File: src/rtl/fft_pkg.sv
// rtl/fft_pkg.sv - shared constants and types for the FFT stage scheduler
package fft_pkg;

    localparam int N_POINTS = 64;
    localparam int LOG2_N   = 6;

    typedef enum logic [2:0] {
        ST_IDLE,
        ST_LOAD,
        ST_RUN,
        ST_DRAIN,
        ST_DONE
    } fft_sched_state_t;

    typedef logic [LOG2_N-1:0] fft_addr_t;
    typedef logic [LOG2_N-2:0] fft_tw_t;
    typedef logic [LOG2_N-2:0] fft_k_t;
    typedef logic [2:0]        fft_stage_t;

    // One slot of the write-back delay line.
    typedef struct packed {
        logic      en;
        fft_addr_t addr_a;
        fft_addr_t addr_b;
    } fft_wb_t;

endpackage

File: src/rtl/fft_stage_scheduler_if.sv
// rtl/fft_stage_scheduler_if.sv - job control and datapath control bundle of the scheduler
interface fft_stage_scheduler_if;
    import fft_pkg::*;

    logic       start;
    logic       abort;
    logic       busy;
    logic       done;
    logic       load_en;
    logic       bf_valid;
    fft_addr_t  addr_a;
    fft_addr_t  addr_b;
    fft_tw_t    tw_idx;
    fft_stage_t stage;
    logic       wb_en;
    fft_addr_t  wb_addr_a;
    fft_addr_t  wb_addr_b;

    modport master (
        output start, abort,
        input  busy, done, load_en, bf_valid, addr_a, addr_b, tw_idx, stage,
        input  wb_en, wb_addr_a, wb_addr_b
    );

    modport slave (
        input  start, abort,
        output busy, done, load_en, bf_valid, addr_a, addr_b, tw_idx, stage,
        output wb_en, wb_addr_a, wb_addr_b
    );

endinterface

File: src/rtl/fft_bf_addr_gen.sv
// rtl/fft_bf_addr_gen.sv - butterfly operand addresses and twiddle index for (stage, k)
module fft_bf_addr_gen
    import fft_pkg::*;
(
    input  fft_stage_t stage,
    input  fft_k_t     k,
    output fft_addr_t  addr_a,
    output fft_addr_t  addr_b,
    output fft_tw_t    tw_idx
);

    fft_addr_t span;
    fft_addr_t pos;
    fft_addr_t grp;

    // Insert a zero at bit position 'stage' of k to get the upper leg; the lower leg is span above.
    always_comb begin
        span   = fft_addr_t'(1) << stage;
        pos    = fft_addr_t'(k) & (span - fft_addr_t'(1));
        grp    = fft_addr_t'(k) >> stage;
        addr_a = (grp << (stage + 3'd1)) | pos;
        addr_b = addr_a + span;
        tw_idx = fft_tw_t'(pos << (3'(LOG2_N - 1) - stage));
    end

endmodule

File: src/rtl/fft_stage_scheduler.sv
// rtl/fft_stage_scheduler.sv - FSM sequencing load, butterfly issue, drain and write-back
module fft_stage_scheduler
    import fft_pkg::*;
#(
    parameter int BF_LATENCY = 2
) (
    input  logic                  clk,
    input  logic                  rst,
    fft_stage_scheduler_if.slave  bus
);

    localparam fft_k_t       K_LAST     = fft_k_t'(N_POINTS / 2 - 1);
    localparam fft_stage_t   STAGE_LAST = fft_stage_t'(LOG2_N - 1);
    localparam logic [2:0]   DRAIN_LAST = 3'(BF_LATENCY - 1);

    fft_sched_state_t state;
    fft_stage_t       stage_q;
    fft_k_t           k_q;
    logic [2:0]       drain_cnt;
    logic             busy_q;
    logic             done_q;
    logic             load_en_q;
    logic             bf_valid_q;
    fft_addr_t        addr_a_q;
    fft_addr_t        addr_b_q;
    fft_tw_t          tw_q;

    fft_stage_t       gen_stage;
    fft_k_t           gen_k;
    fft_addr_t        gen_a;
    fft_addr_t        gen_b;
    fft_tw_t          gen_tw;

    logic             abort_hit;
    logic             flush;
    fft_wb_t          wb_pipe [BF_LATENCY];

    assign abort_hit = bus.abort && (state != ST_IDLE);
    assign flush     = rst || abort_hit;

    // Look-ahead: the generator always sees the butterfly that will be shown next cycle.
    always_comb begin
        gen_stage = '0;
        gen_k     = '0;
        if (state == ST_RUN) begin
            gen_stage = stage_q;
            gen_k     = k_q + fft_k_t'(1);
        end else if (state == ST_DRAIN) begin
            gen_stage = stage_q + 3'd1;
        end
    end

    fft_bf_addr_gen u_addr_gen (
        .stage  (gen_stage),
        .k      (gen_k),
        .addr_a (gen_a),
        .addr_b (gen_b),
        .tw_idx (gen_tw)
    );

    // Job sequencer; k_q is the butterfly currently presented on addr_a/addr_b/tw_idx.
    always_ff @(posedge clk) begin
        if (flush) begin
            state      <= ST_IDLE;
            stage_q    <= '0;
            k_q        <= '0;
            drain_cnt  <= '0;
            busy_q     <= 1'b0;
            done_q     <= 1'b0;
            load_en_q  <= 1'b0;
            bf_valid_q <= 1'b0;
            addr_a_q   <= '0;
            addr_b_q   <= '0;
            tw_q       <= '0;
        end else begin
            done_q    <= 1'b0;
            load_en_q <= 1'b0;
            case (state)
                ST_IDLE: begin
                    if (bus.start) begin
                        state     <= ST_LOAD;
                        busy_q    <= 1'b1;
                        load_en_q <= 1'b1;
                        stage_q   <= '0;
                        k_q       <= '0;
                    end
                end
                ST_LOAD: begin
                    state      <= ST_RUN;
                    bf_valid_q <= 1'b1;
                    addr_a_q   <= gen_a;
                    addr_b_q   <= gen_b;
                    tw_q       <= gen_tw;
                    k_q        <= '0;
                end
                ST_RUN: begin
                    if (k_q == K_LAST) begin
                        state      <= ST_DRAIN;
                        bf_valid_q <= 1'b0;
                        drain_cnt  <= '0;
                    end else begin
                        k_q      <= k_q + fft_k_t'(1);
                        addr_a_q <= gen_a;
                        addr_b_q <= gen_b;
                        tw_q     <= gen_tw;
                    end
                end
                ST_DRAIN: begin
                    if (drain_cnt == DRAIN_LAST) begin
                        if (stage_q == STAGE_LAST) begin
                            state  <= ST_DONE;
                            done_q <= 1'b1;
                        end else begin
                            state      <= ST_RUN;
                            stage_q    <= stage_q + 3'd1;
                            k_q        <= '0;
                            bf_valid_q <= 1'b1;
                            addr_a_q   <= gen_a;
                            addr_b_q   <= gen_b;
                            tw_q       <= gen_tw;
                        end
                    end else begin
                        drain_cnt <= drain_cnt + 3'd1;
                    end
                end
                ST_DONE: begin
                    state  <= ST_IDLE;
                    busy_q <= 1'b0;
                end
                default: state <= ST_IDLE;
            endcase
        end
    end

    // Write-back delay line matching the butterfly pipeline; emptied on reset or abort.
    always_ff @(posedge clk) begin
        if (flush) begin
            for (int i = 0; i < BF_LATENCY; i++) begin
                wb_pipe[i] <= '0;
            end
        end else begin
            wb_pipe[0] <= {bf_valid_q, addr_a_q, addr_b_q};
            for (int i = 1; i < BF_LATENCY; i++) begin
                wb_pipe[i] <= wb_pipe[i-1];
            end
        end
    end

    assign bus.busy      = busy_q;
    assign bus.done      = done_q;
    assign bus.load_en   = load_en_q;
    assign bus.bf_valid  = bf_valid_q;
    assign bus.addr_a    = addr_a_q;
    assign bus.addr_b    = addr_b_q;
    assign bus.tw_idx    = tw_q;
    assign bus.stage     = stage_q;
    assign bus.wb_en     = wb_pipe[BF_LATENCY-1].en;
    assign bus.wb_addr_a = wb_pipe[BF_LATENCY-1].addr_a;
    assign bus.wb_addr_b = wb_pipe[BF_LATENCY-1].addr_b;

endmodule

File: src/flat_wrapper.sv
// flat-port wrapper written by rule: the top's interface ports become plain ports
module fft_stage_scheduler_flat import fft_pkg::*;
#(
    parameter int BF_LATENCY = 2
)
  (clk, rst, bus_start, bus_abort, bus_busy, bus_done, bus_load_en, bus_bf_valid, bus_addr_a, bus_addr_b, bus_tw_idx, bus_stage, bus_wb_en, bus_wb_addr_a, bus_wb_addr_b);
  fft_stage_scheduler_if bus_i ();
  input  logic clk;
  input  logic rst;
  input wire logic [$bits(bus_i.start)-1:0] bus_start;
  input wire logic [$bits(bus_i.abort)-1:0] bus_abort;
  output wire logic [$bits(bus_i.busy)-1:0] bus_busy;
  output wire logic [$bits(bus_i.done)-1:0] bus_done;
  output wire logic [$bits(bus_i.load_en)-1:0] bus_load_en;
  output wire logic [$bits(bus_i.bf_valid)-1:0] bus_bf_valid;
  output wire logic [$bits(bus_i.addr_a)-1:0] bus_addr_a;
  output wire logic [$bits(bus_i.addr_b)-1:0] bus_addr_b;
  output wire logic [$bits(bus_i.tw_idx)-1:0] bus_tw_idx;
  output wire logic [$bits(bus_i.stage)-1:0] bus_stage;
  output wire logic [$bits(bus_i.wb_en)-1:0] bus_wb_en;
  output wire logic [$bits(bus_i.wb_addr_a)-1:0] bus_wb_addr_a;
  output wire logic [$bits(bus_i.wb_addr_b)-1:0] bus_wb_addr_b;
  assign bus_i.start = bus_start;
  assign bus_i.abort = bus_abort;
  assign bus_busy = bus_i.busy;
  assign bus_done = bus_i.done;
  assign bus_load_en = bus_i.load_en;
  assign bus_bf_valid = bus_i.bf_valid;
  assign bus_addr_a = bus_i.addr_a;
  assign bus_addr_b = bus_i.addr_b;
  assign bus_tw_idx = bus_i.tw_idx;
  assign bus_stage = bus_i.stage;
  assign bus_wb_en = bus_i.wb_en;
  assign bus_wb_addr_a = bus_i.wb_addr_a;
  assign bus_wb_addr_b = bus_i.wb_addr_b;
  fft_stage_scheduler #(.BF_LATENCY(BF_LATENCY)) u_core (.clk(clk), .rst(rst), .bus(bus_i));
endmodule
File: config.mk
export PLATFORM = sky130hd
export DESIGN_NAME = fft_stage_scheduler_flat
export DESIGN_NICKNAME = d
export VERILOG_FILES = /design/src/rtl/fft_pkg.sv /design/src/rtl/fft_stage_scheduler_if.sv /design/src/rtl/fft_bf_addr_gen.sv /design/src/rtl/fft_stage_scheduler.sv /design/src/flat_wrapper.sv
export SDC_FILE = /design/constraint.sdc
export NUM_CORES = 1
export LEC_CHECK = 0
export ABC_AREA = 0
export BUFFER_PORTS_ARGS = -buffer_cell sky130_fd_sc_hd__buf_2
export CAP_MARGIN = 20
export CORE_UTILIZATION = 50
export CTS_CLUSTER_DIAMETER = 50
export DETAILED_ROUTE_END_ITERATION = 7
export PLACE_DENSITY = 0.72
export SYNTH_ARGS = -nofsm -noshare
export SYNTH_HDL_FRONTEND = slang
export SYNTH_SLANG_ARGS = --single-unit
export TNS_END_PERCENT = 20
File: constraint.sdc
create_clock -name clk -period 4.57 [get_ports clk]
set_clock_uncertainty 0.05 [all_clocks]
set_input_delay 0.914 -clock clk [delete_from_list [all_inputs] [get_ports clk]]
set_output_delay 0.914 -clock clk [all_outputs]
set_load 0.01 [all_outputs]
==> results of run 1 <==
## cell families after synthesis
family                     count (synthesis)  synth area share (%)
adders and majority gates                 18                  6.92
AOI/OAI and AO/OA                         83                  17.4
buffers and inverters                     50                  7.70
and+or+nand+nor                          159                  24.6
muxes                                     13                  3.98
xor gates and xnor gates                  12                  3.12
DFF                                       61                  36.3
## critical path, delay by kind of cell (launching register included)
| kind | cells | cell delay (ns) |
|---|---|---|
| adders and majority gates | 3 | 0.78 |
| buffers and inverters | 1 | 0.17 |
| and+or+nand+nor | 7 | 1.55 |
| xor gates and xnor gates | 2 | 0.28 |
| DFF | 1 | 0.58 |
| muxes | 1 | 0.25 |
| AOI/OAI and AO/OA | 2 | 0.26 |
## sequential cells by signal (all words and copies together) (netlist names), 3 cells and up
signal / count
u_core.bus.stage: 3
u_core.state: 3
u_core.bus.addr_a: 6
u_core.wb_pipe: 26
u_core.k_q: 5
u_core.bus.addr_b: 6
u_core.drain_cnt: 3
u_core.bus.tw_idx: 5
## cell type report
cell class	count	area share (%)
clock inverter	6	2.47
sequential	61	32.1
inverter	16	1.58
multi-input combinational	285	49.7
timing repair buffer	52	8.02
clock buffer	10	3.62
tap	77	2.53
## report_power, final
part           internal, µW  total [µW]  switching (µW)  leakage, µW
combinational          62.7         159            96.8      0.00102
sequential              554         572            17.6     0.000494
clock                   325         557             232     0.000113
## worst paths after layout
kind / startpoint / end / slack [ns] / cells after the start
hold / removal: u_core.wb_pipe[0][10] / u_core.wb_pipe[0][23] / 0.37 / 1
hold reg to reg: u_core.wb_pipe[0][10] / u_core.wb_pipe[0][23] / 0.37 / 1
setup reg to reg: u_core.state[1] / u_core.bus.addr_b[5] / 0.50 / 16
setup / recovery: u_core.state[1] / u_core.bus.addr_b[5] / 0.50 / 16
## routing by layer
layer	GRT usage, %	vias up
li1	-	1425
met1	29.1	1296
met2	37.3	84
met3	5.93	17
met4	10.5	0
met5	0	-
## per-stage QoR
step | hold WS, ns | cell area, µm² | worst slack, ns
after floorplan | 0.356 | 3360 | 0.855
after global placement | 0.357 | 3540 | 0.566
after detailed placement | 0.361 | 3540 | 0.545
after CTS | 0.377 | 3770 | 0.538
after global routing | 0.392 | 3800 | 0.0489
final | 0.375 | 3800 | 0.501
## synthesized netlist by cell type, types with 4 or more instances
master,n
a211oi_1,5
nor2_1,37
nand3_1,16
buf_2,9
mux2i_1,10
a21oi_1,28
nand2_1,32
and2_1,27
buf_4,12
xnor2_1,8
nor2b_1,6
o22ai_1,4
inv_1,13
dfxtp_1,61
o21ai_0,14
nor4_1,8
nand2b_1,4
nor3_1,8
ha_1,17
clkbuf_1,8
xor2_1,4
==> metrics.md, run 1 <==
| Metric | Value |
|---|---|
| Fraction of layout cells with a size suffix above 1 | `21.2%` |
| Metal3 WL | `402 µm` |
| Grt ovf | `0` |
| Nets@finish | `between 400 and 500` |
| Via-per-instance ratio | `5.57` |
| Top FF cell, synth | `dfxtp_1` |
| Post-CTS sizing | `0` |
| Worst Path Required | `~4.8 ns` |
| # Max-Cap Violations | `0` |
| Crit path capture type | `flop` |
| Clock Latency Late Sink | `0.36 ns` |
| Register area share after synthesis | `between 30% and 40%` |
| Crit path time final | `just over 4 ns` |
| Post-CTS Setup Bufs | `0` |
| Slew Limit Fails | `0` |
| Router iterations before antenna repair | `7` |
| Initial antenna violation count | `0` |
| Unique cell type count in the Yosys netlist | `65` |
| Crit-path slowest cell | `dfxtp_1` |
| TritonCTS buffer count | `9` |
| Via count | `about 2800` |
| CTS tree | `done` |
| Mapped cell area | `approximately 3400 µm²` |
| M1 wire length | `between 3 and 4 mm` |
| Synth Area per Inst | `8.50 µm²` |
| Hold-fix buffers at CTS | `0` |
| Setup_tns | `0 ns` |
| Maximum clock insertion buffer count | `2` |
| CP startpoint kind | `flop` |
| Inserted Diodes | `0` |
| CTS root buf | `clkbuf_8` |
| I/O Pins | `41` |
| Setup CP Type | `flop to flop` |
| Total power | `between 1000 and 1500 µW` |
| Area grow syn2layout | `13.1%` |
| Final-layout fill cell count | `574` |
| Post-Synthesis Cells | `around 400` |
| Worst slew margin relative to its limit | `49.8%` |
| DRC Markers | `16` |
| FF+latch area | `about 1200 µm²` |
| Htree depth | `3` |
| Crit-path most repeated cell | `ha_1` |
| Cell Rows | `29` |
| Post-synth ARST share | `0%` |
| Via count of the first global-routing pass | `roughly 2500` |
| Total Wirelength | `between 7 and 8 mm` |
| Fin util | `between 50 and 60%` |
| IO Port Bufs | `40` |
| Area contributors post-synth | `dfxtp_1, ha_1, and2_1` |
| Core ar. | `6420 µm²` |
| Hpwl dp | `~5.7 mm` |
| Status | `finished with violations` |
| Clock sink count | `61` |
| Max layer used | `met4` |
| Maximum vdd drop | `approximately 190 µV` |
| Commonest cells after routing, fill and taps aside | `dfxtp_1, buf_2, nor2_1, nand2_1` |
| Final worst-path cycle share | `between 80% and 90%` |
| Synthesized flop and latch total | `around 60` |
| Die Ht | `between 80 and 90 µm` |
| Starting Density | `a little over half` |
| Pwr dens | `approximately 340 nW/µm²` |
| Slowest stage delay, CP | `0.58 ns` |
| First-pass GRT wire length | `roughly 13 mm` |
| EDFF count, synth | `0` |
| Initial DRC Count | `133` |
| RSZ-0062 raised after global routing | `false` |
| Endpoints failing setup | `0` |
| Commonest non-fill, non-tap cell in the layout | `dfxtp_1` |
| Final hold violation count | `0` |
| Gpl congestion | `roughly 0.9` |
| Fmax | `between 200 and 250 MHz` |
| Leak | `0.00163 µW` |
| Non-Filler Instances | `around 510` |
| Synth warn | `0` |
| Post-synth top area share | `a little over a third` |
| Failing checks | `DRC` |
| Worst-Margin Slew | `roughly 0.75 ns` |
| Total track usage | `approximately 23%` |
| Routed Antenna Nets | `0` |
| Largest net degree at the start of global routing | `36` |
| Synth area leader | `dfxtp_1` |
| Die Wd | `around 84 µm` |
| Reg clk slew, reported paths | `roughly 0.08 ns` |
| Hold Path Class | `flop to flop` |
| Critical path peak fanout | `15` |
| Syn Nets | `around 420` |
| Area of the multi-input gates | `roughly 1900 µm²` |
| Critical path arrival | `between 4 and 5 ns` |
| WL met2 | `roughly 3.6 mm` |
| CP Cell Sequence | `nor2b_1 -> nand2_2 -> inv_2 -> ha_1 -> nand2_1 -> ha_1 -> nor2b_1 -> mux2i_1 -> nor2_1 -> nor4_1 -> nand2_1 -> ha_1 -> a21oi_1 -> xnor2_1 -> xnor2_1 -> o22ai_1` |
| Dpl cells | `around 490` |
| Die area | `just over 7000 µm²` |
| WL per Instance | `15.3 µm` |
No activity file was read; power rests on OpenSTA's default activity.
==> run 2, diff against run 1 <==
--- a/config.mk
+++ b/config.mk
@@ -11,6 +11,7 @@
 export CORE_UTILIZATION = 50
 export CTS_CLUSTER_DIAMETER = 50
 export DETAILED_ROUTE_END_ITERATION = 7
+export GPL_TIMING_DRIVEN = 0
 export PLACE_DENSITY = 0.72
 export SYNTH_ARGS = -nofsm -noshare
 export SYNTH_HDL_FRONTEND = slang
==> run 2 against run 1 <==
Effect of this change:
- the run still ends with DRC left
- core utilization is 0.76 points higher
- cell count is 4.3% higher
- fmax is 4.1% lower
- register-to-register slack worse by 0.18 ns
==> metrics.md, run 2 (same netlist as run 1, synthesis figures left out) <==
| Metric | Value |
|---|---|
| Status | `finished with violations` |
| Failing checks | `DRC` |
| Grt ovf | `0 (unchanged)` |
| DRC Markers | `15 (-1)` |
| Commonest cells after routing, fill and taps aside | `dfxtp_1, buf_2, nor2_1, nand2_1, a21oi_1` |
| CTS tree | `done` |
| Commonest non-fill, non-tap cell in the layout | `dfxtp_1` |
| Non-Filler Instances | `529 (+4.3%)` |
| Worst slew margin relative to its limit | `56.9% (+7.1 points)` |
| Hpwl dp | `6.03 mm (+5.1%)` |
| Gpl congestion | `0.954 (+6.3%)` |
| Clock Latency Late Sink | `0.34 ns (-0.02 ns)` |
| Crit path time final | `4.24 ns (+0.176 ns)` |
| Routed Antenna Nets | `0 (unchanged)` |
| Reg clk slew, reported paths | `0.08 ns (about the same)` |
| Fmax | `236 MHz (-4.1%)` |
| Pwr dens | `317 nW/µm² (-6.3%)` |
| Post-CTS sizing | `0 (unchanged)` |
| Starting Density | `52.4% (unchanged)` |
| Critical path arrival | `4.43 ns (+0.17 ns)` |
| CTS root buf | `clkbuf_8` |
| Via-per-instance ratio | `5.64 (+1.3%)` |
| IO Port Bufs | `40 (unchanged)` |
| Hold-fix buffers at CTS | `0 (unchanged)` |
| Hold Path Class | `flop to flop` |
| Slowest stage delay, CP | `0.48 ns (-0.10 ns)` |
| Router iterations before antenna repair | `6 (-1)` |
| Setup CP Type | `flop to flop` |
| Fraction of layout cells with a size suffix above 1 | `21.7% (+0.52 points)` |
| Leak | `0.00168 µW (+2.9%)` |
| Via count of the first global-routing pass | `2853 (+14%)` |
| # Max-Cap Violations | `0 (unchanged)` |
| Maximum vdd drop | `205 µV (+7.1%)` |
| Top reg by flops | `u_core.wb_pipe` |
| Inserted Diodes | `0 (unchanged)` |
| Cell Rows | `29 (unchanged)` |
| Final hold violation count | `0 (unchanged)` |
| Die Ht | `84.0 µm (unchanged)` |
| Endpoints failing setup | `0 (unchanged)` |
| Dpl cells | `513 (+4.9%)` |
| Delay-heaviest family, CP | `compound AO/OA/AOI/OAI gates` |
| Htree depth | `3 (unchanged)` |
| TritonCTS buffer count | `9 (unchanged)` |
| Critical path peak fanout | `10 (-5)` |
| Post-CTS Setup Bufs | `0 (unchanged)` |
| Largest net degree at the start of global routing | `12 (-67%)` |
| Total Wirelength | `8.26 mm (+6.2%)` |
| CP Cell Sequence | `ha_1 -> nand3b_1 -> a21oi_4 -> inv_2 -> buf_2 -> ha_1 -> buf_1 -> nor2b_1 -> a21oi_1 -> inv_1 -> ha_1 -> a21o_1 -> a21oi_1 -> o21bai_1 -> a21oi_1 -> xnor2_1 -> xnor2_1 -> o22ai_1` |
| Slew Limit Fails | `0 (unchanged)` |
| Clock sink count | `61 (unchanged)` |
| Initial DRC Count | `156 (+17%)` |
| WL per Instance | `15.6 µm (+1.8%)` |
| Worst-Margin Slew | `0.638 ns (-0.115 ns)` |
| Crit path capture type | `flop` |
| Die area | `7060 µm² (unchanged)` |
| Area grow syn2layout | `14.5%` |
| Maximum clock insertion buffer count | `2 (unchanged)` |
| First-pass GRT wire length | `14.0 mm (+11%)` |
| Die Wd | `84.0 µm (unchanged)` |
| Max reg flops | `26 (unchanged)` |
| Initial antenna violation count | `0 (unchanged)` |
| Total track usage | `25.4% (+2.3 points)` |
| Worst Path Required | `4.75 ns (about the same)` |
| Via count | `2984 (+5.7%)` |
| I/O Pins | `41 (unchanged)` |
| Crit-path slowest cell | `dfxtp_1` |
| Core ar. | `6420 µm² (unchanged)` |
| CP startpoint kind | `flop` |
| Crit path buf inv count | `4 (+3)` |
| Setup_tns | `0 ns (unchanged)` |
| Nets@finish | `469 (+4.9%)` |
| Final worst-path cycle share | `92.9% (+3.8 points)` |
| RSZ-0062 raised after global routing | `false` |
==> run 2: cell count changes in the layout (fill, tap and decap cells not counted), moves of 2 or more <==
| cell | change |
|---|---|
| buf_2 | +9 |
| buf_8 | -2 |
| clkbuf_1 | +10 |
| clkinv_2 | +2 |
| buf_6 | +2 |
| clkinv_4 | -2 |
| buf_4 | +2 |
| buf_1 | +3 |
==> run 2: stage by stage <==
step | setup slack (ns) | util, % | power, µW | instance area [µm²] | hold slack [ns]
global placement | 0.372 | 57.0 | 749 | 3660 | 0.357
floorplan | 0.855 | - | 699 | 3360 | 0.356
CTS | 0.329 | 60.0 | 1230 | 3850 | 0.378
finish | 0.325 | 60.0 | 1220 | 3850 | 0.375
global route | 0.00932 | 60.0 | 1270 | 3850 | 0.385
detailed placement | 0.357 | 57.0 | 751 | 3660 | 0.361
==> run 2: where the power goes <==
| group | switching, µW | internal [µW] |
|---|---|---|
| combinational | 108 | 65.2 |
| clock | 217 | 265 |
| sequential | 12.5 | 554 |
==> run 2: worst paths after layout <==
path | start | to | slack, ns | cells after the start
min | u_core.wb_pipe[0][2] | u_core.wb_pipe[0][15] | 0.38 | 1
min reg2reg | u_core.wb_pipe[0][2] | u_core.wb_pipe[0][15] | 0.38 | 1
max | u_core.bus.stage[0] | u_core.bus.addr_b[5] | 0.33 | 18
max reg2reg | u_core.bus.stage[0] | u_core.bus.addr_b[5] | 0.33 | 18
==> run 2: final cells by class <==
| cell class | count | area, µm² |
|---|---|---|
| inverters | 16 | 60.1 |
| clock buffers | 12 | 145 |
| multi-input cells | 285 | 1880 |
| fillers | 589 | 2570 |
| well taps | 77 | 96.3 |
| clock inverters | 4 | 47.5 |
| plain buffers | 34 | 199 |
| flip-flops and latches | 61 | 1220 |
| repair buffers | 40 | 200 |
==> run 2: metal layers <==
layer	up-vias	track usage (%)	part of all wire, %
met3	20	4.65	5.0
met1	1405	30.8	44
li1	1473	-	-
met2	86	43.1	48
met4	0	12.7	2.5
met5	-	0	0
==> run 2: worst reg2reg max path, delay by kind of cell (launching register included) <==
family / cells / cell delay (ns)
XOR/XNOR: 2 / 0.32
adder cells (fa/ha/maj): 3 / 0.94
AND/OR/NAND/NOR: 2 / 0.40
buffers and inverters: 4 / 0.58
flip-flops: 1 / 0.48
AO/OA/AOI/OAI: 7 / 1.39
==> run 3, diff against run 2 <==
--- a/config.mk
+++ b/config.mk
@@ -13,6 +13,7 @@
 export DETAILED_ROUTE_END_ITERATION = 7
 export GPL_TIMING_DRIVEN = 0
 export PLACE_DENSITY = 0.72
+export REMOVE_ABC_BUFFERS = 1
 export SYNTH_ARGS = -nofsm -noshare
 export SYNTH_HDL_FRONTEND = slang
 export SYNTH_SLANG_ARGS = --single-unit
==> run 3 against run 2 <==
Effect of this change:
- the run still ends with DRC left
- largest cell class unchanged
- non-clock buffer count shrank 30
- power shrank 1.5%
- global-route usage fell by 3.5 points
- via count decreased by 6.9%
- combinational power down 12%
- register-to-register slack better by 0.08 ns
- critical endpoint unchanged
==> metrics.md, run 3 (same netlist as run 1, synthesis figures left out) <==
| Metric | Value |
|---|---|
| Status | `finished with violations` |
| Failing checks | `DRC` |
| Via-per-instance ratio | `5.57 (-1.3%)` |
| Setup WS post-layout | `0.404 ns (+0.0787 ns)` |
| Non-Filler Instances | `499 (-5.7%)` |
| First-pass GRT wire length | `12.3 mm (-12%)` |
| Clock Latency Late Sink | `0.35 ns (about the same)` |
| Setup_tns | `0 ns (unchanged)` |
| Worst slew margin relative to its limit | `56.8% (about the same)` |
| Crit-path most repeated cell | `ha_1` |
| CTS tree | `done` |
| I/O Pins | `41 (unchanged)` |
| CP startpoint kind | `flop` |
| Initial antenna violation count | `0 (unchanged)` |
| Max reg flops | `26 (unchanged)` |
| Reg clk slew, reported paths | `0.06 ns (-0.02 ns)` |
| Clock sink count | `61 (unchanged)` |
| Final-layout fill cell count | `624 (+5.9%)` |
| Maximum clock insertion buffer count | `2 (unchanged)` |
| Fmax | `240 MHz (+1.9%)` |
| Htree depth | `3 (unchanged)` |
| Cell Rows | `29 (unchanged)` |
| Die Ht | `84.0 µm (unchanged)` |
| Worst-Margin Slew | `0.647 ns (+0.00906 ns)` |
| Total Wirelength | `7.21 mm (-13%)` |
| Pwr dens | `323 nW/µm² (+1.9%)` |
| Via count of the first global-routing pass | `2552 (-11%)` |
| Slowest stage delay, CP | `0.61 ns (+0.13 ns)` |
| Via count | `2779 (-6.9%)` |
| IO Port Bufs | `40 (unchanged)` |
| Nets@finish | `439 (-6.4%)` |
| Slew Limit Fails | `0 (unchanged)` |
| Area grow syn2layout | `10.7%` |
| Inserted Diodes | `0 (unchanged)` |
| Commonest cells after routing, fill and taps aside | `dfxtp_1, buf_2, nor2_1, nand2_1, and2_1` |
| Final instance area | `3720 µm² (-3.3%)` |
| Top reg by flops | `u_core.wb_pipe` |
| Hpwl dp | `5.05 mm (-16%)` |
| Crit-path slowest cell | `dfxtp_1` |
| # Max-Cap Violations | `0 (unchanged)` |
| Area of the multi-input gates | `1900 µm² (+0.93%)` |
| Critical path peak fanout | `15 (+5)` |
| Router iterations before antenna repair | `7 (+1)` |
| WL per Instance | `14.5 µm (-7.5%)` |
| Final hold violation count | `0 (unchanged)` |
| Commonest non-fill, non-tap cell in the layout | `dfxtp_1` |
| Total power | `1200 µW (-1.5%)` |
| DRC Markers | `4 (-11)` |
| Delay-heaviest family, CP | `simple AND/OR/NAND/NOR gates` |
| TritonCTS buffer count | `9 (unchanged)` |
| Crit path time final | `4.17 ns (-0.0787 ns)` |
| Crit path capture type | `flop` |
| Endpoints failing setup | `0 (unchanged)` |
| Initial DRC Count | `176 (+13%)` |
| Critical path arrival | `4.34 ns (-0.09 ns)` |
| Die Wd | `84.0 µm (unchanged)` |
| Routed Antenna Nets | `0 (unchanged)` |
| Setup CP Type | `flop to flop` |
| Starting Density | `52.4% (unchanged)` |
| Largest net degree at the start of global routing | `34 (+22)` |
| Grt ovf | `0 (unchanged)` |
| Crit path buf inv count | `2 (-2)` |
| Core ar. | `6420 µm² (unchanged)` |
| Gpl congestion | `0.952 (-0.20%)` |
| RSZ-0062 raised after global routing | `false` |
| Fraction of layout cells with a size suffix above 1 | `20.1% (-1.5 points)` |
| Leak | `0.00158 µW (-6.0%)` |
| Worst Path Required | `4.74 ns (about the same)` |
| Dpl cells | `482 (-6.0%)` |
| Maximum vdd drop | `188 µV (-8.1%)` |
| Post-CTS Setup Bufs | `0 (unchanged)` |
| CP Cell Sequence | `nor2b_4 -> nand2_2 -> inv_2 -> ha_1 -> nand2_1 -> ha_1 -> nor2_1 -> a21oi_2 -> inv_1 -> ha_1 -> a21o_1 -> a21oi_1 -> o21bai_1 -> a21oi_1 -> xnor2_1 -> xnor2_1 -> o22ai_1` |
| Total track usage | `21.9% (-3.5 points)` |
| CTS root buf | `clkbuf_8` |
| Hold-fix buffers at CTS | `0 (unchanged)` |
| Placed cell areas | `3500 µm² (-4.3%)` |
| Die area | `7060 µm² (unchanged)` |
| FF+latch area | `1220 µm² (+0.20%)` |
| Hold Path Class | `flop to flop` |
| Worst slack, placed | `0.0237 ns (-0.333 ns)` |
| Final worst-path cycle share | `91.2% (-1.7 points)` |
-- run 3: cell types whose count changed in the layout (fill, tap and decap cells not counted), sizes merged --
cell    previous run  this run
buf               66        44
clkbuf            20        12
-- run 3: final timing paths --
check             depth (start not counted)  slack [ns]                  from                    end
setup / recovery                         17        0.40       u_core.state[1]   u_core.bus.addr_b[5]
hold / removal                            1        0.37  u_core.wb_pipe[0][3]  u_core.wb_pipe[0][16]
setup reg to reg                         17        0.40       u_core.state[1]   u_core.bus.addr_b[5]
hold reg to reg                           1        0.37  u_core.wb_pipe[0][3]  u_core.wb_pipe[0][16]
-- run 3: report_power, final --
part	total [µW]	internal, µW	switching (µW)
sequential	574	555	19.4
clock	477	265	212
combinational	153	61.6	91.6
total	1200	881	323
-- run 3: cell type report --
class,instances,share of cell area (%)
Multi-Input combinational cell,285,51.1
Sequential cell,61,32.9
Timing Repair Buffer,44,6.72
Clock buffer,12,3.90
Tap cell,77,2.59
Inverter,16,1.61
Clock inverter,4,1.28
-- run 3: stage by stage --
| stage | hold slack [ns] | util, % |
|---|---|---|
| 2_1_floorplan | 0.356 | - |
| 3_3_place_gp | 0.357 | 53.9 |
| 3_5_place_dp | 0.360 | 54.5 |
| 4_1_cts | 0.375 | 57.6 |
| 5_1_grt | 0.390 | 58.0 |
| 6_report | 0.374 | 58.0 |
-- run 3: what timing repair did --
| item | 4_1_cts | 5_1_grt |
|---|---|---|
| resized for setup | 1 | 4 |
| setup endpoints to repair | 1 | 1 |
| gates cloned | 0 | 0 |
-- run 3: metal layers --
metal | track usage, % | vias up | wire length, µm
met1 | 28.1 | 1298 | 3330
met3 | 6.03 | 6 | 318
met5 | 0 | - | 0
met4 | 6.11 | 0 | 51
li1 | - | 1416 | -
met2 | 35.9 | 59 | 3510
